`src/rtl/tile_game_sequencer_pkg.sv`:
```
// Shared types and lane constants for the falling-tile game controller and pattern generator.
package tile_game_pkg;

    typedef enum logic [2:0] {
        StIdle,
        StLoad,
        StPlay,
        StRoundDone,
        StGameOver
    } state_t;

    localparam logic [2:0] NOTE_L = 3'b100;
    localparam logic [2:0] NOTE_M = 3'b010;
    localparam logic [2:0] NOTE_R = 3'b001;

endpackage

```
`src/rtl/tile_game_sequencer_row_timer.sv`:
```
// Per-row frame counter: counts frame ticks and flags the tick that exhausts the row's time.
module row_timer #(
    parameter int unsigned TIMEOUT_FRAMES = 60
) (
    input  logic clk_i,
    input  logic rst_i,
    input  logic clear_i,
    input  logic tick_i,
    output logic timeout_o
);

    localparam int unsigned CntW = (TIMEOUT_FRAMES > 2) ? $clog2(TIMEOUT_FRAMES) : 1;
    localparam logic [CntW-1:0] LastCnt = CntW'(TIMEOUT_FRAMES - 1);

    logic [CntW-1:0] cnt_q, cnt_d;

    always_comb begin
        cnt_d = cnt_q;
        if (clear_i) begin
            cnt_d = '0;
        end else if (tick_i) begin
            cnt_d = (cnt_q == LastCnt) ? '0 : cnt_q + CntW'(1);
        end
    end

    assign timeout_o = tick_i && (cnt_q == LastCnt);

    always_ff @(posedge clk_i) begin
        if (rst_i) begin
            cnt_q <= '0;
        end else begin
            cnt_q <= cnt_d;
        end
    end

endmodule

```
`src/rtl/tile_game_sequencer.sv`:
```
// Game-flow FSM: requests patterns, steps the active row, judges key presses and keeps
// score, misses and round count. All outputs come straight from flops.
module tile_game_sequencer
    import tile_game_pkg::*;
#(
    parameter int unsigned NUM_ROWS       = 100,
    parameter int unsigned MAX_ROUNDS     = 4,
    parameter int unsigned TIMEOUT_FRAMES = 60,
    parameter int unsigned MAX_MISSES     = 3,
    parameter int unsigned LOAD_CYCLES    = 2,
    parameter int unsigned SCORE_W        = 16
) (
    input  logic               clk,
    input  logic               Reset,
    input  logic               start_btn,
    input  logic               frame_tick,
    input  logic               key_valid,
    input  logic [2:0]         key_lane,
    input  logic [2:0]         cur_note,
    output logic               regen,
    output logic [6:0]         row_idx,
    output logic [2:0]         round,
    output logic [SCORE_W-1:0] score,
    output logic [1:0]         misses,
    output logic               hit_pulse,
    output logic               miss_pulse,
    output logic               playing,
    output logic               game_over,
    output logic               won
);

    localparam int unsigned LoadW = (LOAD_CYCLES > 1) ? $clog2(LOAD_CYCLES) : 1;

    state_t             state_q, state_d;
    logic [LoadW-1:0]   load_cnt_q, load_cnt_d;
    logic               start_q;
    logic               regen_q, regen_d;
    logic [6:0]         row_idx_q, row_idx_d;
    logic [2:0]         round_q, round_d;
    logic [SCORE_W-1:0] score_q, score_d;
    logic [1:0]         misses_q, misses_d;
    logic               hit_q, hit_d;
    logic               miss_q, miss_d;
    logic               playing_q, playing_d;
    logic               game_over_q, game_over_d;
    logic               won_q, won_d;

    logic start_rise, timeout, is_hit, is_miss, timer_clear;

    assign start_rise  = start_btn & ~start_q;
    assign timer_clear = (state_q != StPlay) || key_valid;

    row_timer #(
        .TIMEOUT_FRAMES(TIMEOUT_FRAMES)
    ) u_row_timer (
        .clk_i    (clk),
        .rst_i    (Reset),
        .clear_i  (timer_clear),
        .tick_i   (frame_tick),
        .timeout_o(timeout)
    );

    // A key press always wins over a coincident timeout tick.
    assign is_hit  = key_valid && (key_lane == cur_note);
    assign is_miss = key_valid ? !is_hit : timeout;

    always_comb begin
        state_d    = state_q;
        load_cnt_d = load_cnt_q;
        regen_d    = 1'b0;
        row_idx_d  = row_idx_q;
        round_d    = round_q;
        score_d    = score_q;
        misses_d   = misses_q;
        hit_d      = 1'b0;
        miss_d     = 1'b0;
        won_d      = won_q;

        unique case (state_q)
            StIdle, StGameOver: begin
                if (start_rise) begin
                    regen_d    = 1'b1;
                    round_d    = 3'd1;
                    score_d    = '0;
                    misses_d   = '0;
                    won_d      = 1'b0;
                    load_cnt_d = '0;
                    state_d    = StLoad;
                end
            end
            StLoad: begin
                if (load_cnt_q == LoadW'(LOAD_CYCLES - 1)) begin
                    row_idx_d = '0;
                    state_d   = StPlay;
                end else begin
                    load_cnt_d = load_cnt_q + LoadW'(1);
                end
            end
            StPlay: begin
                if (is_hit) begin
                    hit_d   = 1'b1;
                    score_d = (score_q == '1) ? score_q : score_q + SCORE_W'(1);
                end
                if (is_miss) begin
                    miss_d   = 1'b1;
                    misses_d = misses_q + 2'd1;
                end
                if (is_hit || is_miss) begin
                    if (row_idx_q == 7'(NUM_ROWS - 1)) begin
                        state_d = StRoundDone;
                    end else begin
                        row_idx_d = row_idx_q + 7'd1;
                    end
                end
                // Losing outranks finishing the last row in the same cycle.
                if (is_miss && (misses_q == 2'(MAX_MISSES - 1))) begin
                    won_d   = 1'b0;
                    state_d = StGameOver;
                end
            end
            StRoundDone: begin
                if (round_q == 3'(MAX_ROUNDS)) begin
                    won_d   = 1'b1;
                    state_d = StGameOver;
                end else if (start_rise) begin
                    round_d    = round_q + 3'd1;
                    regen_d    = 1'b1;
                    load_cnt_d = '0;
                    state_d    = StLoad;
                end
            end
            default: state_d = StIdle;
        endcase

        playing_d   = (state_d == StPlay);
        game_over_d = (state_d == StGameOver);
    end

    always_ff @(posedge clk) begin
        // Tracks the button even in reset so a level held through reset is not an edge.
        start_q <= start_btn;
        if (Reset) begin
            state_q     <= StIdle;
            load_cnt_q  <= '0;
            regen_q     <= 1'b0;
            row_idx_q   <= '0;
            round_q     <= '0;
            score_q     <= '0;
            misses_q    <= '0;
            hit_q       <= 1'b0;
            miss_q      <= 1'b0;
            playing_q   <= 1'b0;
            game_over_q <= 1'b0;
            won_q       <= 1'b0;
        end else begin
            state_q     <= state_d;
            load_cnt_q  <= load_cnt_d;
            regen_q     <= regen_d;
            row_idx_q   <= row_idx_d;
            round_q     <= round_d;
            score_q     <= score_d;
            misses_q    <= misses_d;
            hit_q       <= hit_d;
            miss_q      <= miss_d;
            playing_q   <= playing_d;
            game_over_q <= game_over_d;
            won_q       <= won_d;
        end
    end

    assign regen      = regen_q;
    assign row_idx    = row_idx_q;
    assign round      = round_q;
    assign score      = score_q;
    assign misses     = misses_q;
    assign hit_pulse  = hit_q;
    assign miss_pulse = miss_q;
    assign playing    = playing_q;
    assign game_over  = game_over_q;
    assign won        = won_q;

endmodule

```
`config.mk`:
```
export PLATFORM = sky130hd
export DESIGN_NAME = tile_game_sequencer
export DESIGN_NICKNAME = d
export VERILOG_FILES = /design/src/rtl/tile_game_sequencer_pkg.sv /design/src/rtl/tile_game_sequencer_row_timer.sv /design/src/rtl/tile_game_sequencer.sv
export SDC_FILE = /design/constraint.sdc
export NUM_CORES = 1
export LEC_CHECK = 0
export BUFFER_PORTS_ARGS = -buffer_cell sky130_fd_sc_hd__buf_2
export CAP_MARGIN = 20
export CELL_PAD_IN_SITES_DETAIL_PLACEMENT = 1
export CELL_PAD_IN_SITES_GLOBAL_PLACEMENT = 1
export CORE_UTILIZATION = 29
export DETAILED_ROUTE_END_ITERATION = 8
export GPL_ROUTABILITY_DRIVEN = 0
export PLACE_DENSITY_LB_ADDON = 0.1
export SLEW_MARGIN = 20
export SYNTH_ARGS = -nofsm -noshare
export SYNTH_HDL_FRONTEND = slang
export SYNTH_SLANG_ARGS = --single-unit
```
`constraint.sdc`:
```
create_clock -name clk -period 2.6 [get_ports clk]
set_input_delay 0.52 -clock clk [delete_from_list [all_inputs] [get_ports clk]]
set_output_delay 0.52 -clock clk [all_outputs]
set_load 0.02 [all_outputs]
```
## Word-level counts from Yosys, hierarchy flattened

Index checks and enable logic that the tools add are counted.

| operators by class | value |
|---|---|
| add/subtract/negate cells | 6 |
| equality and inequality tests | 24 |
| multiplexer cells | 37 |
| bitwise gates (word level) | 3 |
| reductions and logical operators | 21 |

Operators by type and width:

| cell | count |
|---|---|
| $mux 16 | 3 |
| $pmux 16 s2 | 1 |
| $mux 3 | 9 |
| $ne 2x2->1 const B | 11 |
| $mux 7 | 3 |
| $add 16x1->16 const B | 1 |
| $eq 16x16->1 const B | 1 |
| $reduce_and 4->1 | 4 |
| $pmux 7 s2 | 1 |
| $pmux 3 s4 | 1 |
| $mux 1 | 11 |
| $eq 3x2->1 const B | 3 |
| $eq 3x3->1 const B | 3 |
| $add 7x1->7 const B | 1 |
| $eq 7x7->1 const B | 1 |
| $add 6x1->6 const B | 1 |
| $eq 6x6->1 const B | 1 |
| $mux 6 | 1 |
| $pmux 1 s3 | 2 |
| $pmux 3 s2 | 1 |
| $reduce_bool 2->1 | 3 |
| $reduce_bool 3->1 | 2 |
| $reduce_or 2->1 | 3 |
| $mux 2 | 2 |
| other kinds (17) | 21 |

| storage, ports and cells | value |
|---|---|
| register bits after elaboration | 45 |
| bits of input ports | 11 |
| output and inout port bits | 34 |
| logic and storage cells | 105 |

## Logic depth before layout (Yosys ltp)

Gate-level depths: netlist of run 1.

| logic depth | value |
|---|---|
| depth in word-level cells | 9 |
| depth in mapped cells | 7 |

## Modules after synthesis

Synthesis of run 1 repeated with hierarchy kept, for this count alone.

| second synthesis, totals | value |
|---|---|
| cells, all modules | 272 |
| area, all modules | 2298.5 sq um |

By module, submodules not included:

| module | times used | cells each | area an instance (sq um) | sequential area each (sq um) |
|---|---|---|---|---|
| tile_game_sequencer | 1 | 243 | 2018.2 | 780.7 |
| row_timer | 1 | 29 | 280.3 | 120.1 |

## Least setup slack after synthesis of run 1

No wires, ideal clock.

| path | value |
|---|---|
| path type | input-to-reg |
| start point | input port frame_tick |
| end point | register row_idx_q[6] (netlist: row_idx[6]) |
| arrival time | 1.757 ns |
| required time | 2.530 ns |
| slack | 0.773 ns |
| cell stages on the path | 6 |
| path buffers | 1 |
| cell sequence | and2_1 -> a41oi_1 -> o31a_1 -> buf_2 -> or3_1 -> a21oi_1 |

| between the ends | value |
|---|---|
| word-level cells in the longest chain between the ends | 5 |

RTL lines:

| element | line | text |
|---|---|---|
| start, declared | tile_game_sequencer.sv:16 | `input logic frame_tick,` |
| $logic_and 1x1->1 | tile_game_sequencer_row_timer.sv:26 | `assign timeout_o = tick_i && (cnt_q == LastCnt);` |
| $mux 1 | tile_game_sequencer.sv:65 | `assign is_miss = key_valid ? !is_hit : timeout;` |
| $logic_or 1x1->1 | tile_game_sequencer.sv:108 | `if (is_hit \|\| is_miss) begin` |
| $ne 2x2->1 (no line) | -- |  |
| $reduce_and 4->1 (no line) | -- |  |
| end signal, assigned | tile_game_sequencer.sv:159 | `row_idx_q <= row_idx_d;` |
| end, declared | tile_game_sequencer.sv:38 | `logic [6:0] row_idx_q, row_idx_d;` |

Every way passes these cells.
A chain may end at the register's enable or synchronous reset.

## Final worst setup path of run 1

| path | value |
|---|---|
| start point | register state_q[0] |
| end point | register score_q[12] (netlist: score[12]) |

| between the ends | value |
|---|---|
| word-level cells in the longest chain between the ends | 4 |

RTL lines:

| element | line | text |
|---|---|---|
| start, declared | tile_game_sequencer.sv:34 | `state_t state_q, state_d;` |
| start signal, assigned | tile_game_sequencer.sv:143 | `state_q <= StIdle;` |
| start signal, assigned | tile_game_sequencer.sv:156 | `state_q <= state_d;` |
| $eq 3x3->1 or $logic_not 3->1 (tied branches) | tile_game_sequencer.sv:79 | `unique case (state_q)` |
| $reduce_or 2->1 | tile_game_sequencer.sv:79 |  |
| $ne 2x2->1 (no line) or $reduce_bool 2->1 (tied branches) | -- |  |
| $reduce_and 4->1 (no line) | -- |  |
| end signal, assigned | tile_game_sequencer.sv:161 | `score_q <= score_d;` |
| end, declared | tile_game_sequencer.sv:40 | `logic [SCORE_W-1:0] score_q, score_d;` |

Several ways; a longest one is shown, not always the timed one.

==> results of run 1 <==
## where the power goes
part / switching, mW / internal, mW / leakage [nW] / total [mW]
clock: 0.253 / 0.382 / 0.0681 / 0.635
combinational: 0.0556 / 0.0327 / 0.543 / 0.0882
sequential: 0.00579 / 0.696 / 0.363 / 0.701
total: 0.315 / 1.11 / 0.974 / 1.42
## worst max-delay path by stage
| stage | startpoint | end | cells after the start |
|---|---|---|---|
| final | state_q[0] | score[12] | 5 |
| after global routing | u_row_timer.cnt_q[0] | row_idx[6] | 6 |
| after CTS | state_q[0] | score[14] | 5 |
| after detailed placement | cur_note[0] | score[12] | 6 |
| after global placement | cur_note[2] | score[12] | 6 |
| after floorplan | frame_tick | row_idx[6] | 6 |
## cells by family after synthesis
logic type               synth area share (%)
buffers and inverters                   3.674
flip-flops                              41.33
XOR/XNOR                                4.018
adder cells (fa/ha/maj)                 3.444
AO/OA/AOI/OAI                           16.19
multiplexers                            1.952
AND/OR/NAND/NOR                         29.39
## routing by layer
metal  vias up  part of all wire [%]  GRT usage [%]
met3         4                   2.4          4.291
met4         0                  0.81          3.959
met1       957                    47          18.78
li1       1005                     -              -
met2        22                    50          26.36
met5         -                     0              0
## cells in the mapped netlist (all sizes together), types with 2 or more instances
cell | n | area share [%]
dfxtp | 45 | 41
nor2 | 27 | 4.6
a21oi | 23 | 5.3
nand2 | 18 | 3.1
o21ai | 15 | 3.4
or3 | 15 | 4.3
nand4 | 10 | 2.9
nand3 | 8 | 1.8
ha | 6 | 3.4
inv | 6 | 1.0
nor3 | 6 | 1.4
xnor2 | 6 | 2.4
clkbuf | 5 | 0.86
nand2b | 5 | 1.4
nor2b | 5 | 1.4
buf | 4 | 1.8
nor3b | 4 | 1.4
o31ai | 4 | 1.4
or2 | 4 | 1.3
or4 | 4 | 1.4
xor2 | 4 | 1.6
and2 | 3 | 0.86
and4 | 3 | 1.3
mux2 | 2 | 1.0
mux2i | 2 | 0.92
nand3b | 2 | 0.69
nor4 | 2 | 0.57
o31a | 2 | 0.80
## state kept, by name, summed over array words and instances, names as in the netlist
register           count
state_q                3
regen                  1
playing                1
u_row_timer.cnt_q      6
game_over              1
round                  3
score                 16
won                    1
load_cnt_q             1
miss_pulse             1
start_q                1
misses                 2
row_idx                7
hit_pulse              1
## area by class of cell
cell class              instances  area [sq um]
repair buffers                 44         220.2
flip-flops and latches         45         900.9
clock inverters                 3         65.06
clock buffers                   5         68.82
multi-input cells             195          1199
well taps                      99         123.9
inverters                       6         22.52
fillers                       898          4653
## per-stage QoR
stage | util (%) | cell area [sq um] | std cells | hold WS, ps | power, mW
after CTS | 35.85 | 2600 | 397 | 335.3 | 1.448
after detailed placement | 34.00 | 2466 | 389 | 479.1 | 0.8073
after global placement | 34.00 | 2466 | 389 | 474.8 | 0.8066
final | 35.85 | 2600 | 397 | 343.8 | 1.425
after global routing | 35.85 | 2600 | 397 | 323.9 | 1.490
after floorplan | - | 2180 | 255 | 476.9 | 0.7828
## worst max-delay path: stages (launching register included)
cell and delay (ps):
dfxtp_1 370, or2_1 350, or2_4 280, a21bo_1 300, or4_1 510, a21oi_1 150
==> impl_metrics.toml, run 1 <==
[worst_hold_path]
hold_class = "input pin to register"
holdPathStages = 1
hold_start = "start_btn"
min_to = "start_q"

[synthesis]
synth_cell_types = 48
ys_ff_latch = 45
async_flop_share_pct = 0
synth-edff-count = 0
synth_seq_area_share_pct = 41.33
yosys_most_used_dff = "dfxtp_1"
yosys_warnings = 0
syn_area_per_cell_sq_um = 8.547
syn-cell-area_sq_mm = 0.002180
synth_cells = 255
mappedNetlistNets = 272

[clock_network]
cts_tree = "yes"
clock_path_buffers = 2
ctsResizeCount = 0
cts_num_sinks = 45
hold_buffers = 0
h-tree-depth = 2
cts_buffers = 5
root_buffer = "clkbuf_8"
postCtsSetupBuffers = 0
clkSlewWorstSetupHoldPaths_ps = 90
clk_latency_ps = 300

[pwr]
p_leak_nw = 0.9741
cellPowerDensity_mw_per_mm2 = 548.0
peakVddDrop_mv = 0.2508

[drt]
num_vias = 1988
firstDrtPassIters = 4
drcViolationCount = 0
routed_via_density = 5.008
drt_wl_total_microns = 5535
drtIter0Drc = 58
ant_nets = 0
avgRoutedWirePerCell_microns = 13.94

[global_route]
grt_pass1_vias = 1899
grt-ovfl-total = 0
grt_max_degree = 20
antenna_found_initial = 0
grtUsageTotal_pct = 15.32
grt_pass1_wl_microns = 9225

[sta]
finalClockSkew_ps = 8.806
final-max-slew-violation-count = 0
tightest_slew_ps = 634.6
setup_slack_ps = 587.7
fin_tns_setup_ps = 0
fin_crit_sh_pct = 77.40
finalHoldViolCount = 0
max_clock_freq_mhz = 497.0
setup_violations = 0
slew_headroom_pct = 57.37
fin_crit_ps = 2012
rsz0062_at_grt = "no"

[critical_path]
worstRegToRegCells = 5
end_kind = "register"
rrSetupSlack_ps = 590
cp.required_ps = 2840
crit_path_max_fanout = 14
cp.arrival_ps = 2250
rr_endpoint = "score[12]"
r2r_start = "state_q[0]"
start_kind = "register"
crit_type = "register to register"

[finish]
final_nets = 314
layout_commonest_cell = "dfxtp_1"
final_layout_size_suffix_gt1_share_pct = 20.81
mostFrequentLayoutCells = "dfxtp_1, buf_2, nor2_1, a21oi_1, nand2_1"
n_antenna_cell = 0
syn_to_final_growth_pct = 19.29

[placed_design]
place_ws_ps = 473.6
port_buffers = 44
dp_hpwl_microns = 4099

[floorplan]
die_w_microns = 88.70
die_h_microns = 88.70
start_util_pct = 30.05
pin_count = 45
rows = 31
coreArea_sq_mm = 0.007253
die_area_sq_mm = 0.007867

[job]
cap_violations = 0

[outcome]
outcome = "finished clean"
Note: power is estimated with default switching activity, not from simulation.
==> inputs of run 2 (changes only) <==
Settings changed: ABC_AREA from default to 1.
Clock period 2.6 ns to 2.05 ns, I/O delays scaled along.
==> run 2 against run 1 <==
  * Combinational power increased to 3.0 times the previous value
  * Core utilization is 0.80 points lower
  * Highest routed layer unchanged
  * Routed wire length up 29%
  * First-iteration DRC count shrank 19%
  * Via count rose by 29%
  * Clock-buffer cell count rose by 1
  * Critical endpoint is now score[1]
  * Critical path depth grew 6
  * Synthesized cell count up 55%
  * Total power rose by 25%
  * Clock power decreased by 4.9%
  * Largest cell class unchanged
  * Cell count up 40%
==> impl_metrics.toml, run 2 <==
[outcome]
outcome = "finished clean"

[synthesis]
mappedNetlistNets = 413
ys_ff_latch = 45
synth_seq_area_share_pct = 34.99
synth_top_family_by_area = "simple AND/OR/NAND/NOR gates"
synth_cell_types = 30
yosys_warnings = 0
synthXorXnorAreaFrac_pct = 3.061
ys_top_cells_by_count = "nand2_1, nor2_1, dfxtp_1, inv_1, nand3_1"
muxShareOfSynthArea_pct = 0.3887
syn-cell-area_sq_mm = 0.002575
synthMostInstantiatedCell = "nand2_1"
synthAdderAreaFrac_pct = 2.915
yosys_most_used_dff = "dfxtp_1"
synth_top_cell_area_share_pct = 34.99
syn_area_per_cell_sq_um = 6.502
yosys.area.top_type = "dfxtp_1"
synth-simple-area-share_pct = 39.89
async_flop_share_pct = 0
synth-edff-count = 0
synth_area_leaders = "dfxtp_1, nand2_1, nor2_1"
synth-compound-area-share_pct = 10.01
synth_cells = 396

[clock_network]
hold_buffers = 0
cts_tree = "yes"
cts_buffers = 5
h-tree-depth = 2
root_buffer = "clkbuf_8"
ctsResizeCount = 0
postCtsSetupBuffers = 0
cts_num_sinks = 45
clock_path_buffers = 2
clk_latency_ps = 300
clkSlewWorstSetupHoldPaths_ps = 90

[placed_design]
dp.cells = 548
placed_cell_area_sq_mm = 0.002945
place_ws_ps = 352.0
dp_hpwl_microns = 5350
port_buffers = 44

[critical_path]
cp_num_buf_inv = 0
crit_type = "register to register"
r2r_start = "score[1]"
crit_path_max_fanout = 9
critPathMaxStageDelay_ps = 410
worstRegToRegCells = 11
rr_endpoint = "score[1]"
end_kind = "register"
path_cells = "ha_1 -> nand2_2 -> nor2_4 -> nand2_2 -> nor2_4 -> nor2_1 -> nor2_1 -> nor2_4 -> nand2_1 -> nand2_1 -> nor2_1"
rrSetupSlack_ps = 330
crit_slowest_cell = "dfxtp_1"
crit_family = "simple AND/OR/NAND/NOR gates"
cp.required_ps = 2290
start_kind = "register"
cp.arrival_ps = 1960

[pwr]
power_mw = 1.780
peakVddDrop_mv = 0.2835
combPwrFrac_pct = 14.8
power.switching_mw = 0.5315
switching_share_pct = 29.86
pwr-share-clk_pct = 33.9
seqPwrFrac_pct = 51.3
p_leak_nw = 1.294
cellPowerDensity_mw_per_mm2 = 585.2
p_int_mw = 1.248

[finish]
n_antenna_cell = 0
final_layout_size_suffix_gt1_share_pct = 18.75
finish.utilization_pct = 35.05
fin_area_sq_mm = 0.003042
final_nets = 464
mostFrequentLayoutCells = "nand2_1, nor2_1, inv_1, dfxtp_1, buf_2"
layout_commonest_cell = "nand2_1"
syn_to_final_growth_pct = 18.12
largest_register_ffs = 16
fin_cells = 556

[sta]
setup_violations = 0
fin_crit_sh_pct = 84.01
setup_slack_ps = 327.7
fin_tns_setup_ps = 0
rsz0062_at_grt = "no"
finalClockSkew_ps = 5.465
max_clock_freq_mhz = 580.6
finalHoldViolCount = 0
tightest_slew_ps = 354.9
fin_crit_ps = 1722
hold_ws_ps = 219.0
final-max-slew-violation-count = 0
slew_headroom_pct = 76.25

[drt]
drcViolationCount = 0
drtIter0Drc = 47
ant_nets = 0
drt_wl_total_microns = 7115
routed_via_density = 4.604
num_vias = 2560
avgRoutedWirePerCell_microns = 12.80
firstDrtPassIters = 4

[global_route]
grt_max_degree = 27
grt-ovfl-total = 0
grtUsageTotal_pct = 17.21
antenna_found_initial = 0
grt_pass1_wl_microns = 12340
grt_pass1_vias = 2588

[worst_hold_path]
holdPathStages = 1
min_to = "start_q"
hold_start = "start_btn"
hold_class = "input pin to register"

[floorplan]
die_area_sq_mm = 0.009260
die_h_microns = 96.23
rows = 34
pin_count = 45
die_w_microns = 96.23
start_util_pct = 29.67
coreArea_sq_mm = 0.008678

[job]
cap_violations = 0
-- run 2: cell types whose count changed in the layout (fill, tap and decap cells not counted), sizes merged, moves of 5 or more --
cell    before  now
buf         44   51
inv          6   50
nand2       18  110
nand2b       5    0
nand3        8   29
nor2        27   76
nor2b        5    0
or3         15    0
-- run 2: routing by layer --
layer | part of all wire (%) | wire [microns] | vias to the layer above | global-route usage [%]
li1 | - | - | 1345 | -
met1 | 52 | 3667 | 1175 | 22.93
met2 | 45 | 3183 | 35 | 28.49
met3 | 2.7 | 195 | 5 | 2.607
met4 | 0.96 | 68 | 0 | 5.100
met5 | 0 | 0 | - | 0
-- run 2: final cells by class --
class / instances / area [sq um]
Clock buffer: 6 / 82.58
Clock inverter: 2 / 13.76
Fill cell: 1142 / 5637
Inverter: 50 / 187.7
Multi-Input combinational cell: 294 / 1449
Sequential cell: 45 / 900.9
Tap cell: 108 / 135.1
Timing Repair Buffer: 51 / 272.8
-- run 2: worst register-to-register path: stages, from the launching register on --
cell	delay [ps]
dfxtp_1	410
ha_1	240
nand2_2	100
nor2_4	140
nand2_2	90
nor2_4	140
nor2_1	50
nor2_1	170
nor2_4	100
nand2_1	70
nand2_1	40
nor2_1	100
-- run 2: kinds of logic (layout without fill, tap and decap cells) --
| logic type | after synthesis | count (layout) |
|---|---|---|
| buffers and inverters | 57 | 109 |
| flip-flops | 45 | 45 |
| adder cells (fa/ha/maj) | 6 | 6 |
| multiplexers | 1 | 1 |
| AO/OA/AOI/OAI | 42 | 42 |
| XOR/XNOR | 9 | 9 |
| AND/OR/NAND/NOR | 236 | 236 |
-- run 2: worst max path at each step --
stage	from	endpoint	slack, ps	depth (start not counted)
after floorplan	score[0]	score[3]	330	10
after global placement	cur_note[1]	score[0]	360	10
after detailed placement	score[1]	score[1]	350	11
after CTS	score[1]	score[1]	310	11
after global routing	score[1]	score[1]	90	11
final	score[1]	score[1]	330	11
-- run 2: power groups by stage --
stage	registers, mW	logic, mW	clock network, mW
after floorplan	0.949	0.161	0
after global placement	0.932	0.268	0
after detailed placement	0.933	0.267	0
after CTS	0.913	0.268	0.634
after global routing	0.916	0.301	0.656
final	0.912	0.263	0.604
